**src/rtl/bus_master_pkg.sv**
```systemverilog
// ============================================================================
// Module  : bus_master_pkg
// Purpose : Shared types for the command-driven bus master: FSM state
//           encoding and the default-width command record.
// Ports   : none (package)
// Rev     : 1.0  initial release
// ============================================================================
`default_nettype none

package bus_master_pkg;

  // Default command field widths (match the bus_master_seq defaults).
  localparam int CMD_ADDR_W = 16;
  localparam int CMD_DATA_W = 32;

  typedef enum logic [1:0] {
    ST_IDLE  = 2'd0,
    ST_ISSUE = 2'd1,
    ST_RESP  = 2'd2
  } state_e;

  typedef struct packed {
    logic                  write;
    logic [CMD_ADDR_W-1:0] addr;
    logic [CMD_DATA_W-1:0] wdata;
  } cmd_t;

endpackage

`default_nettype wire

```
**src/rtl/bus_master_seq_fifo.sv**
```systemverilog
// ============================================================================
// Module  : sync_fifo
// Purpose : Single-clock FIFO with occupancy count. Push to a full FIFO and
//           pop from an empty FIFO are ignored.
// Ports   : clk, reset (async, active-low)
//           push/wdata  - write side
//           pop/rdata   - read side; rdata shows the head entry
//           full, empty, count - occupancy
// Rev     : 1.0  initial release
// ============================================================================
`default_nettype none

module sync_fifo #(
  parameter int WIDTH = 8,
  parameter int DEPTH = 4
) (
  input  logic                     clk,
  input  logic                     reset,
  input  logic                     push,
  input  logic [WIDTH-1:0]         wdata,
  input  logic                     pop,
  output logic [WIDTH-1:0]         rdata,
  output logic                     full,
  output logic                     empty,
  output logic [$clog2(DEPTH):0]   count
);
  localparam int              PTR_W    = $clog2(DEPTH);
  localparam logic [PTR_W:0]  FULL_CNT = (PTR_W + 1)'(DEPTH);

  logic [WIDTH-1:0] mem [DEPTH];
  logic [PTR_W-1:0] wr_ptr;
  logic [PTR_W-1:0] rd_ptr;
  logic             do_push;
  logic             do_pop;

  assign full    = (count == FULL_CNT);
  assign empty   = (count == '0);
  assign do_push = push && !full;
  assign do_pop  = pop && !empty;
  assign rdata   = mem[rd_ptr];

  // Pointers wrap naturally because DEPTH is a power of two.
  always_ff @(posedge clk or negedge reset) begin
    if (!reset) begin
      wr_ptr <= '0;
      rd_ptr <= '0;
      count  <= '0;
    end else begin
      if (do_push) wr_ptr <= wr_ptr + 1'b1;
      if (do_pop)  rd_ptr <= rd_ptr + 1'b1;
      count <= count + {{PTR_W{1'b0}}, do_push} - {{PTR_W{1'b0}}, do_pop};
    end
  end

  always_ff @(posedge clk) begin
    if (do_push) mem[wr_ptr] <= wdata;
  end

endmodule

`default_nettype wire

```
**src/rtl/bus_master_seq.sv**
```systemverilog
// ============================================================================
// Module  : bus_master_seq
// Purpose : Command-driven bus master. Commands are queued in a FIFO and
//           issued one at a time with a valid/ready handshake; one response
//           (read data or timeout error) is returned per command, in order.
// Ports   : clk, reset (async, active-low)
//           cmd_valid/cmd_ready/cmd_write/cmd_addr/cmd_wdata - command input
//           rsp_valid/rsp_rdata/rsp_err - one-cycle response pulse
//           busy - work queued or in progress
//           busa_valid/read/write/addr/write_data - bus request (registered)
//           busa_ready/busa_read_data - bus completion from the slave
// Rev     : 1.0  initial release
// ============================================================================
`default_nettype none

module bus_master_seq
  import bus_master_pkg::*;
#(
  parameter int ADDR_W    = 16,
  parameter int DATA_W    = 32,
  parameter int CMD_DEPTH = 4,
  parameter int TIMEOUT   = 255
) (
  input  logic              clk,
  input  logic              reset,
  input  logic              cmd_valid,
  output logic              cmd_ready,
  input  logic              cmd_write,
  input  logic [ADDR_W-1:0] cmd_addr,
  input  logic [DATA_W-1:0] cmd_wdata,
  output logic              rsp_valid,
  output logic [DATA_W-1:0] rsp_rdata,
  output logic              rsp_err,
  output logic              busy,
  output logic              busa_valid,
  output logic              busa_read,
  output logic              busa_write,
  output logic [ADDR_W-1:0] busa_addr,
  output logic [DATA_W-1:0] busa_write_data,
  input  logic              busa_ready,
  input  logic [DATA_W-1:0] busa_read_data
);
  localparam int CMD_W = 1 + ADDR_W + DATA_W;
  localparam int CNT_W = $clog2(CMD_DEPTH) + 1;
  localparam int TMR_W = (TIMEOUT > 0) ? $clog2(TIMEOUT + 1) : 1;
  localparam logic [TMR_W-1:0] TMR_LAST  = TMR_W'((TIMEOUT > 0) ? TIMEOUT - 1 : 0);
  localparam logic [TMR_W-1:0] TMR_SAT   = {TMR_W{1'b1}};
  localparam logic [CNT_W:0]   DEPTH_CNT = (CNT_W + 1)'(CMD_DEPTH);

  state_e             state, state_nxt;
  logic               fifo_push, fifo_pop, fifo_full, fifo_empty;
  logic [CNT_W-1:0]   fifo_count;
  logic [CMD_W-1:0]   fifo_head;
  logic [CNT_W:0]     count_nxt;
  logic               ready_nxt;

  logic               valid_nxt, read_nxt, write_nxt, clr_bus;
  logic [ADDR_W-1:0]  addr_nxt;
  logic [DATA_W-1:0]  wdata_nxt;
  logic [TMR_W-1:0]   timer, timer_nxt;
  logic               rsp_valid_nxt, rsp_err_nxt;
  logic [DATA_W-1:0]  rsp_rdata_nxt;

  logic               head_write;
  logic [ADDR_W-1:0]  head_addr;
  logic [DATA_W-1:0]  head_wdata;

  assign fifo_push  = cmd_valid && cmd_ready && !fifo_full;
  assign head_write = fifo_head[CMD_W-1];
  assign head_addr  = fifo_head[DATA_W +: ADDR_W];
  assign head_wdata = fifo_head[DATA_W-1:0];
  assign busy       = !fifo_empty || (state != ST_IDLE);

  sync_fifo #(.WIDTH(CMD_W), .DEPTH(CMD_DEPTH)) u_fifo (
    .clk   (clk),
    .reset (reset),
    .push  (fifo_push),
    .wdata ({cmd_write, cmd_addr, cmd_wdata}),
    .pop   (fifo_pop),
    .rdata (fifo_head),
    .full  (fifo_full),
    .empty (fifo_empty),
    .count (fifo_count)
  );

  // cmd_ready is registered so it reads 0 throughout reset; it tracks the
  // occupancy the FIFO will have after this edge (no same-cycle bypass).
  assign count_nxt = {1'b0, fifo_count} + (CNT_W + 1)'(fifo_push)
                     - (CNT_W + 1)'(fifo_pop);
  assign ready_nxt = (count_nxt < DEPTH_CNT);

  always_comb begin
    state_nxt     = state;
    fifo_pop      = 1'b0;
    clr_bus       = 1'b0;
    valid_nxt     = busa_valid;
    read_nxt      = busa_read;
    write_nxt     = busa_write;
    addr_nxt      = busa_addr;
    wdata_nxt     = busa_write_data;
    timer_nxt     = timer;
    rsp_valid_nxt = 1'b0;
    rsp_rdata_nxt = rsp_rdata;
    rsp_err_nxt   = rsp_err;

    case (state)
      ST_IDLE: begin
        if (!fifo_empty) begin
          fifo_pop  = 1'b1;
          valid_nxt = 1'b1;
          read_nxt  = !head_write;
          write_nxt = head_write;
          addr_nxt  = head_addr;
          wdata_nxt = head_write ? head_wdata : '0;
          timer_nxt = '0;
          state_nxt = ST_ISSUE;
        end
      end
      ST_ISSUE: begin
        // ready on the last permitted cycle completes normally.
        if (busa_ready) begin
          rsp_valid_nxt = 1'b1;
          rsp_rdata_nxt = busa_read ? busa_read_data : '0;
          rsp_err_nxt   = 1'b0;
          clr_bus       = 1'b1;
          state_nxt     = ST_RESP;
        end else if ((TIMEOUT != 0) && (timer == TMR_LAST)) begin
          rsp_valid_nxt = 1'b1;
          rsp_rdata_nxt = '0;
          rsp_err_nxt   = 1'b1;
          clr_bus       = 1'b1;
          state_nxt     = ST_RESP;
        end else if (timer != TMR_SAT) begin
          timer_nxt = timer + 1'b1;
        end
      end
      ST_RESP: state_nxt = ST_IDLE;
      default: begin
        clr_bus   = 1'b1;
        state_nxt = ST_IDLE;
      end
    endcase

    if (clr_bus) begin
      valid_nxt = 1'b0;
      read_nxt  = 1'b0;
      write_nxt = 1'b0;
      addr_nxt  = '0;
      wdata_nxt = '0;
    end
  end

  always_ff @(posedge clk or negedge reset) begin
    if (!reset) begin
      state           <= ST_IDLE;
      cmd_ready       <= 1'b0;
      busa_valid      <= 1'b0;
      busa_read       <= 1'b0;
      busa_write      <= 1'b0;
      busa_addr       <= '0;
      busa_write_data <= '0;
      timer           <= '0;
      rsp_valid       <= 1'b0;
      rsp_rdata       <= '0;
      rsp_err         <= 1'b0;
    end else begin
      state           <= state_nxt;
      cmd_ready       <= ready_nxt;
      busa_valid      <= valid_nxt;
      busa_read       <= read_nxt;
      busa_write      <= write_nxt;
      busa_addr       <= addr_nxt;
      busa_write_data <= wdata_nxt;
      timer           <= timer_nxt;
      rsp_valid       <= rsp_valid_nxt;
      rsp_rdata       <= rsp_rdata_nxt;
      rsp_err         <= rsp_err_nxt;
    end
  end

endmodule

`default_nettype wire

```
**config.mk**
```make
export PLATFORM = sky130hd
export DESIGN_NAME = bus_master_seq
export DESIGN_NICKNAME = d
export VERILOG_FILES = /design/src/rtl/bus_master_pkg.sv /design/src/rtl/bus_master_seq_fifo.sv /design/src/rtl/bus_master_seq.sv
export SDC_FILE = /design/constraint.sdc
export NUM_CORES = 1
export LEC_CHECK = 0
export BUFFER_PORTS_ARGS = -buffer_cell sky130_fd_sc_hd__buf_2
export CAP_MARGIN = 15
export CORE_ASPECT_RATIO = 1.25
export CORE_UTILIZATION = 45
export CTS_CLUSTER_DIAMETER = 50
export CTS_CLUSTER_SIZE = 28
export DETAILED_ROUTE_END_ITERATION = 12
export PLACE_DENSITY = 0.71
export SYNTH_ARGS = -nofsm -noshare
export SYNTH_HDL_FRONTEND = slang
export SYNTH_HIERARCHICAL = 1
export SYNTH_SLANG_ARGS = --single-unit
```
**constraint.sdc**
```tcl
create_clock -name clk -period 3.3 [get_ports clk]
set_input_delay 0.495 -clock clk [delete_from_list [all_inputs] [get_ports clk]]
set_output_delay 0.495 -clock clk [all_outputs]
set_load 0.05 [all_outputs]
```
==> results of run 1 <==
==> area by class of cell <==
class | count | area [um^2] | area share (%)
flip-flops and latches | 299 | 8470 | 62.8
clock inverters | 18 | 258 | 1.91
diodes | 1 | 2.50 | 0.0185
repair buffers | 184 | 1030 | 7.64
inverters | 17 | 63.8 | 0.473
multi-input cells | 227 | 2630 | 19.5
clock buffers | 26 | 629 | 4.66
well taps | 330 | 413 | 3.06
==> metal layers <==
| layer | wire length [um] | global-route usage [%] |
|---|---|---|
| met5 | 0 | 0 |
| met4 | 428 | 4.46 |
| met3 | 1290 | 3.22 |
| met2 | 11700 | 31.5 |
| met1 | 8910 | 20.8 |
==> synthesized netlist by cell type (2+ instances only) <==
| master | count | share of area (%) |
|---|---|---|
| clkbuf_1 | 2 | 0.066 |
| nor2_1 | 8 | 0.26 |
| xnor2_1 | 6 | 0.46 |
| a211o_1 | 2 | 0.15 |
| nand2_1 | 9 | 0.30 |
| nand3_1 | 5 | 0.22 |
| buf_12 | 5 | 0.88 |
| inv_1 | 17 | 0.56 |
| o211ai_1 | 3 | 0.20 |
| buf_2 | 16 | 0.70 |
| o2bb2ai_1 | 2 | 0.15 |
| dfrtp_1 | 103 | 23 |
| a21o_1 | 4 | 0.26 |
| edfxtp_1 | 196 | 52 |
| nand2b_1 | 5 | 0.27 |
| and3b_1 | 4 | 0.31 |
| mux4_2 | 48 | 9.5 |
| ha_1 | 11 | 1.2 |
| nor2b_1 | 2 | 0.11 |
| buf_6 | 8 | 0.79 |
| nor3_1 | 5 | 0.22 |
| a22o_1 | 81 | 6.2 |
| nand4bb_1 | 2 | 0.20 |
| nor3b_1 | 3 | 0.20 |
==> report_power, final <==
| part | internal, mW | switching [mW] |
|---|---|---|
| clock network | 1.58 | 1.50 |
| registers | 4.76 | 0.513 |
| logic | 1.69 | 3.25 |
| total | 8.03 | 5.26 |
==> worst min path at each step <==
stage	slack [ns]	endpoint	from	cells past startpoint
after detailed placement	0.48	busa_addr[1]	busa_addr[1]	1
final	0.08	busa_write_data[9]	reset	1
after global placement	0.48	busa_addr[8]	busa_addr[8]	1
after CTS	0.11	busa_write_data[9]	reset	1
after floorplan	0.20	busa_addr[0]	reset	0
after global routing	0.14	busa_write_data[6]	reset	1
==> flip-flops by register name, summed over array words and instances (netlist names) <==
signal	cells
rsp_rdata	32
cmd_ready	1
busa_write_data	32
busa_valid	1
u_fifo/mem	196
busa_write	1
u_fifo/count	3
busa_read	1
u_fifo/rd_ptr	2
rsp_valid	1
busa_addr	16
state	2
timer	8
rsp_err	1
u_fifo/wr_ptr	2
==> through the flow <==
stage               setup WS, ns  hold WS [ns]
floorplan                  0.607         0.199
global placement           0.765         0.480
detailed placement         0.703         0.478
CTS                        0.682         0.108
global route               0.484         0.142
finish                     0.682        0.0770
==> cells by family after synthesis <==
kind of cell             count (synthesis)  synth area share [%]
flip-flops                             299                  74.1
AO/OA/AOI/OAI                          107                  8.36
AND/OR/NAND/NOR                         52                  2.92
multiplexers                            50                  9.79
buffers and inverters                   48                  2.99
adder cells (fa/ha/maj)                 12                  1.38
XOR/XNOR                                 6                 0.460
==> results.py, run 1 <==
metrics = {
    "status": {
        "status": "finished clean",
    },
    "synth": {
        "synth_seq_cells": 299,
        "yosysSeqAreaShare_pct": 74.1,
        "syn_area_mm2": 0.0114,
        "avgSynthCellArea_um2": 19.9,
        "ys.flop_type": "edfxtp_1",
        "synth.distinct_cells": 51,
        "synth_edf_count": 196,
        "yosysWarnings": 6,
        "synthCells": 574,
        "async_flop_share_pct": 34.4,
        "synth_nets": 671,
    },
    "placement": {
        "dpl_cell_area_mm2": 0.0126,
        "dp_cells": 1057,
        "io_buffers": 171,
        "gp_congestion": 0.733,
        "dp_hpwl_um": 13800,
    },
    "timing": {
        "fin_crit_ns": 2.62,
        "max_freq_mhz": 382,
        "hold_viol": 0,
        "finalClockSkew_ns": 0.0164,
        "drv_slew": 0,
        "slew_headroom_pct": 40.6,
        "setup-tns-final_ns": 0,
        "tightestPinTransition_ns": 0.890,
        "fin_crit_sh_pct": 79.3,
        "rsz0062_at_grt": "false",
        "setup_violations": 0,
    },
    "clocking": {
        "cts_num_sinks": 299,
        "clk_pin_slew_worst_paths_ns": 0.09,
        "root_buffer": "clkbuf_16",
        "cts_tree": "done",
        "clk_latency_ns": 0.53,
        "ctsHoldBuffers": 0,
        "ctsResizeCount": 0,
        "cts_setup_buffers": 0,
        "cts_htree_levels": 1,
        "numCtsBuffers": 24,
        "clockBufferDepth": 3,
    },
    "finish": {
        "area_growth_pct": 18.1,
        "nets": 850,
        "layout-drive-gt1-share_pct": 37.9,
        "final_cell_mix": "edfxtp_1 (196), buf_2 (170), dfrtp_1 (101)",
        "final_cell_area_mm2": 0.0135,
        "layout_commonest_cell": "edfxtp_1",
        "postLayoutCoreUtil_pct": 54.7,
        "nFillCells": 1974,
        "final_cells": 1102,
    },
    "global_routing": {
        "grt_overflow_total": 0,
        "grt_pass1_vias": 6172,
        "grt_usage_pct": 17.3,
        "grt_max_degree": 63,
        "antenna_found_initial": 1,
        "grt_pass1_wl_um": 34100,
    },
    "pwr": {
        "p_leak_nw": 5.44,
        "finalPower_mw": 13.3,
        "peakVddDrop_mv": 0.879,
        "p_per_area_mw_per_mm2": 985,
    },
    "worst_setup_path": {
        "rrSetupSlack_ns": 0.68,
        "reg2reg_to": "u_fifo/count[2]",
        "end_kind": "register",
        "crit_chain": "nor3b_4 -> nor2_1 -> nand2b_1 -> ha_1 -> inv_1 -> ha_1 -> fa_1 -> xnor2_1 -> xnor2_1",
        "crit_cells": 9,
        "critPathSlowestCell": "dfrtp_1",
        "required_ns": 3.71,
        "start_kind": "register",
        "cp_num_buf_inv": 1,
        "arrival_ns": 3.03,
        "critPathLaunch": "u_fifo/count[2]",
        "reg2regPathDepth": 9,
        "r2r-start": "u_fifo/count[2]",
        "cp-endpoint": "u_fifo/count[2]",
        "crit_family": "adder cells",
        "cpPeakStageDelay_ns": 0.50,
        "worstSetupPathType": "reg2reg",
        "path_max_fanout": 10,
    },
    "die": {
        "io_pins": 172,
        "die_h_um": 180,
        "coreArea_mm2": 0.0247,
        "die-area_mm2": 0.0260,
        "dieWidth_um": 145,
        "core.rowCount": 64,
        "start_util_pct": 46.3,
    },
    "flow_run": {
        "drv_cap": 0,
    },
    "detailed_routing": {
        "firstDrtPassIters": 5,
        "drc": 0,
        "avgRoutedWirePerCell_um": 20.3,
        "drtAntennaViolNets": 0,
        "drt_iter0_markers": 377,
        "wl_um": 22300,
        "viasPerCell": 5.39,
        "vias": 5935,
    },
    "hold_path": {
        "min_path_type": "in2async",
    },
}
No activity file was read; power rests on OpenSTA's default activity.
==> run 2: changes to the inputs <==
- clock period: 3.3 -> 2.74 ns (I/O delays scaled with it)
==> results.py, run 2 (same netlist as run 1, synthesis figures left out) <==
metrics = {
    "status": {
        "status": "finished clean",
    },
    "placement": {
        "pre_cts_ws_ns": 0.184,
        "io_buffers": 171,
        "gp_congestion": 0.745,
        "dp_hpwl_um": 13900,
    },
    "worst_setup_path": {
        "crit_chain": "nor3_2 -> nor3_2 -> o31ai_1 -> inv_1 -> ha_1 -> inv_1 -> ha_1 -> fa_1 -> xnor2_1 -> xnor2_1",
        "critPathSlowestCell": "dfrtp_1",
        "required_ns": 3.14,
        "arrival_ns": 2.84,
        "end_kind": "register",
        "crit_family": "adder cells",
        "cp_num_buf_inv": 2,
        "path_max_fanout": 9,
        "rrSetupSlack_ns": 0.31,
        "start_kind": "register",
        "cpPeakStageDelay_ns": 0.50,
        "worstSetupPathType": "reg2reg",
    },
    "timing": {
        "setup_violations": 0,
        "tightestPinTransition_ns": 0.807,
        "max_freq_mhz": 411,
        "finalWorstSetupSlack_ns": 0.308,
        "drv_slew": 0,
        "hold_viol": 0,
        "slew_headroom_pct": 46.2,
        "finalClockSkew_ns": 0.0179,
        "fin_crit_ns": 2.43,
        "setup-tns-final_ns": 0,
        "fin_crit_sh_pct": 88.7,
        "rsz0062_at_grt": "false",
    },
    "pwr": {
        "finalPower_mw": 16.0,
        "p_per_area_mw_per_mm2": 1180,
        "peakVddDrop_mv": 0.778,
        "p_leak_nw": 5.46,
    },
    "detailed_routing": {
        "drtAntennaViolNets": 0,
        "viasPerCell": 5.36,
        "wl_um": 22300,
        "drc": 0,
        "drt_iter0_markers": 408,
        "vias": 5941,
        "firstDrtPassIters": 4,
        "avgRoutedWirePerCell_um": 20.1,
    },
    "clocking": {
        "cts_tree": "done",
        "cts_setup_buffers": 0,
        "cts_htree_levels": 1,
        "numCtsBuffers": 25,
        "root_buffer": "clkbuf_16",
        "clockBufferDepth": 3,
        "clk_pin_slew_worst_paths_ns": 0.08,
        "cts_num_sinks": 299,
        "clk_latency_ns": 0.53,
    },
    "finish": {
        "final_cell_mix": "edfxtp_1 (196), buf_2 (170), dfrtp_1 (101)",
        "nets": 857,
        "largest_reg_flops": 196,
        "layout-drive-gt1-share_pct": 38.3,
        "regMostFlops": "u_fifo/mem",
        "area_growth_pct": 18.5,
        "layout_commonest_cell": "edfxtp_1",
        "largestRegisters": "u_fifo/mem x196, busa_write_data x32, rsp_rdata x32",
    },
    "die": {
        "coreArea_mm2": 0.0247,
        "dieWidth_um": 145,
        "core.rowCount": 64,
        "io_pins": 172,
        "die-area_mm2": 0.0260,
        "start_util_pct": 46.3,
        "die_h_um": 180,
    },
    "hold_path": {
        "min_path_type": "in2reg",
    },
    "global_routing": {
        "antenna_found_initial": 1,
        "grt_usage_pct": 17.6,
        "grt_pass1_wl_um": 34600,
        "grt_max_degree": 51,
        "grt_pass1_vias": 6211,
        "grt_overflow_total": 0,
    },
    "flow_run": {
        "drv_cap": 0,
    },
}
==> run 2: cell type report <==
type / count / area [um^2]
antenna: 1 / 2.50
clock buffer: 26 / 629
clock inverter: 19 / 241
fill: 1965 / 11100
inverter: 17 / 63.8
multi-input combinational: 227 / 2630
sequential: 299 / 8470
tap: 330 / 413
timing repair buffer: 190 / 1080
==> run 2: path summary, 6_finish.rpt <==
kind | start | endpoint | cells after the start
setup / recovery | u_fifo/count[1] | u_fifo/count[2] | 10
hold / removal | cmd_wdata[16] | u_fifo/mem[1][16] | 1
setup reg to reg | u_fifo/count[1] | u_fifo/count[2] | 10
hold reg to reg | busa_addr[5] | busa_addr[5] | 1
max in group asynchronous | reset | busa_write_data[28] | 3
min in group asynchronous | reset | busa_write_data[5] | 2
==> run 2: timing repair <==
item,CTS,global route
endpoints found under the hold margin,46,0
gates resized for setup,0,1
endpoints found under the setup margin,0,1
hold buffers,1,0
==> run 2: metal layers <==
metal,wire (um),up-vias,track usage (%)
li1,-,2694,-
met1,8750,3024,21.4
met2,11600,184,31.4
met3,1370,39,3.59
met4,540,0,4.97
met5,0,-,0
==> run 2: power breakdown <==
part	total, mW	leakage, nW	switching, mW	internal (mW)
Combinational	5.94	1.91	3.90	2.04
Clock	3.68	0.422	1.72	1.96
Sequential	6.34	3.13	0.610	5.73
==> run 2: metrics by stage <==
stage / instances / area [um^2] / hold slack, ns / util (%)
after global routing: 1109 / 13500 / 0.0743 / 54.9
after CTS: 1108 / 13500 / 0.0765 / 54.8
after global placement: 1062 / 12600 / 0.481 / 51.3
final: 1109 / 13500 / 0.0918 / 54.9
after floorplan: 574 / 11400 / 0.115 / -
after detailed placement: 1062 / 12600 / 0.484 / 51.3
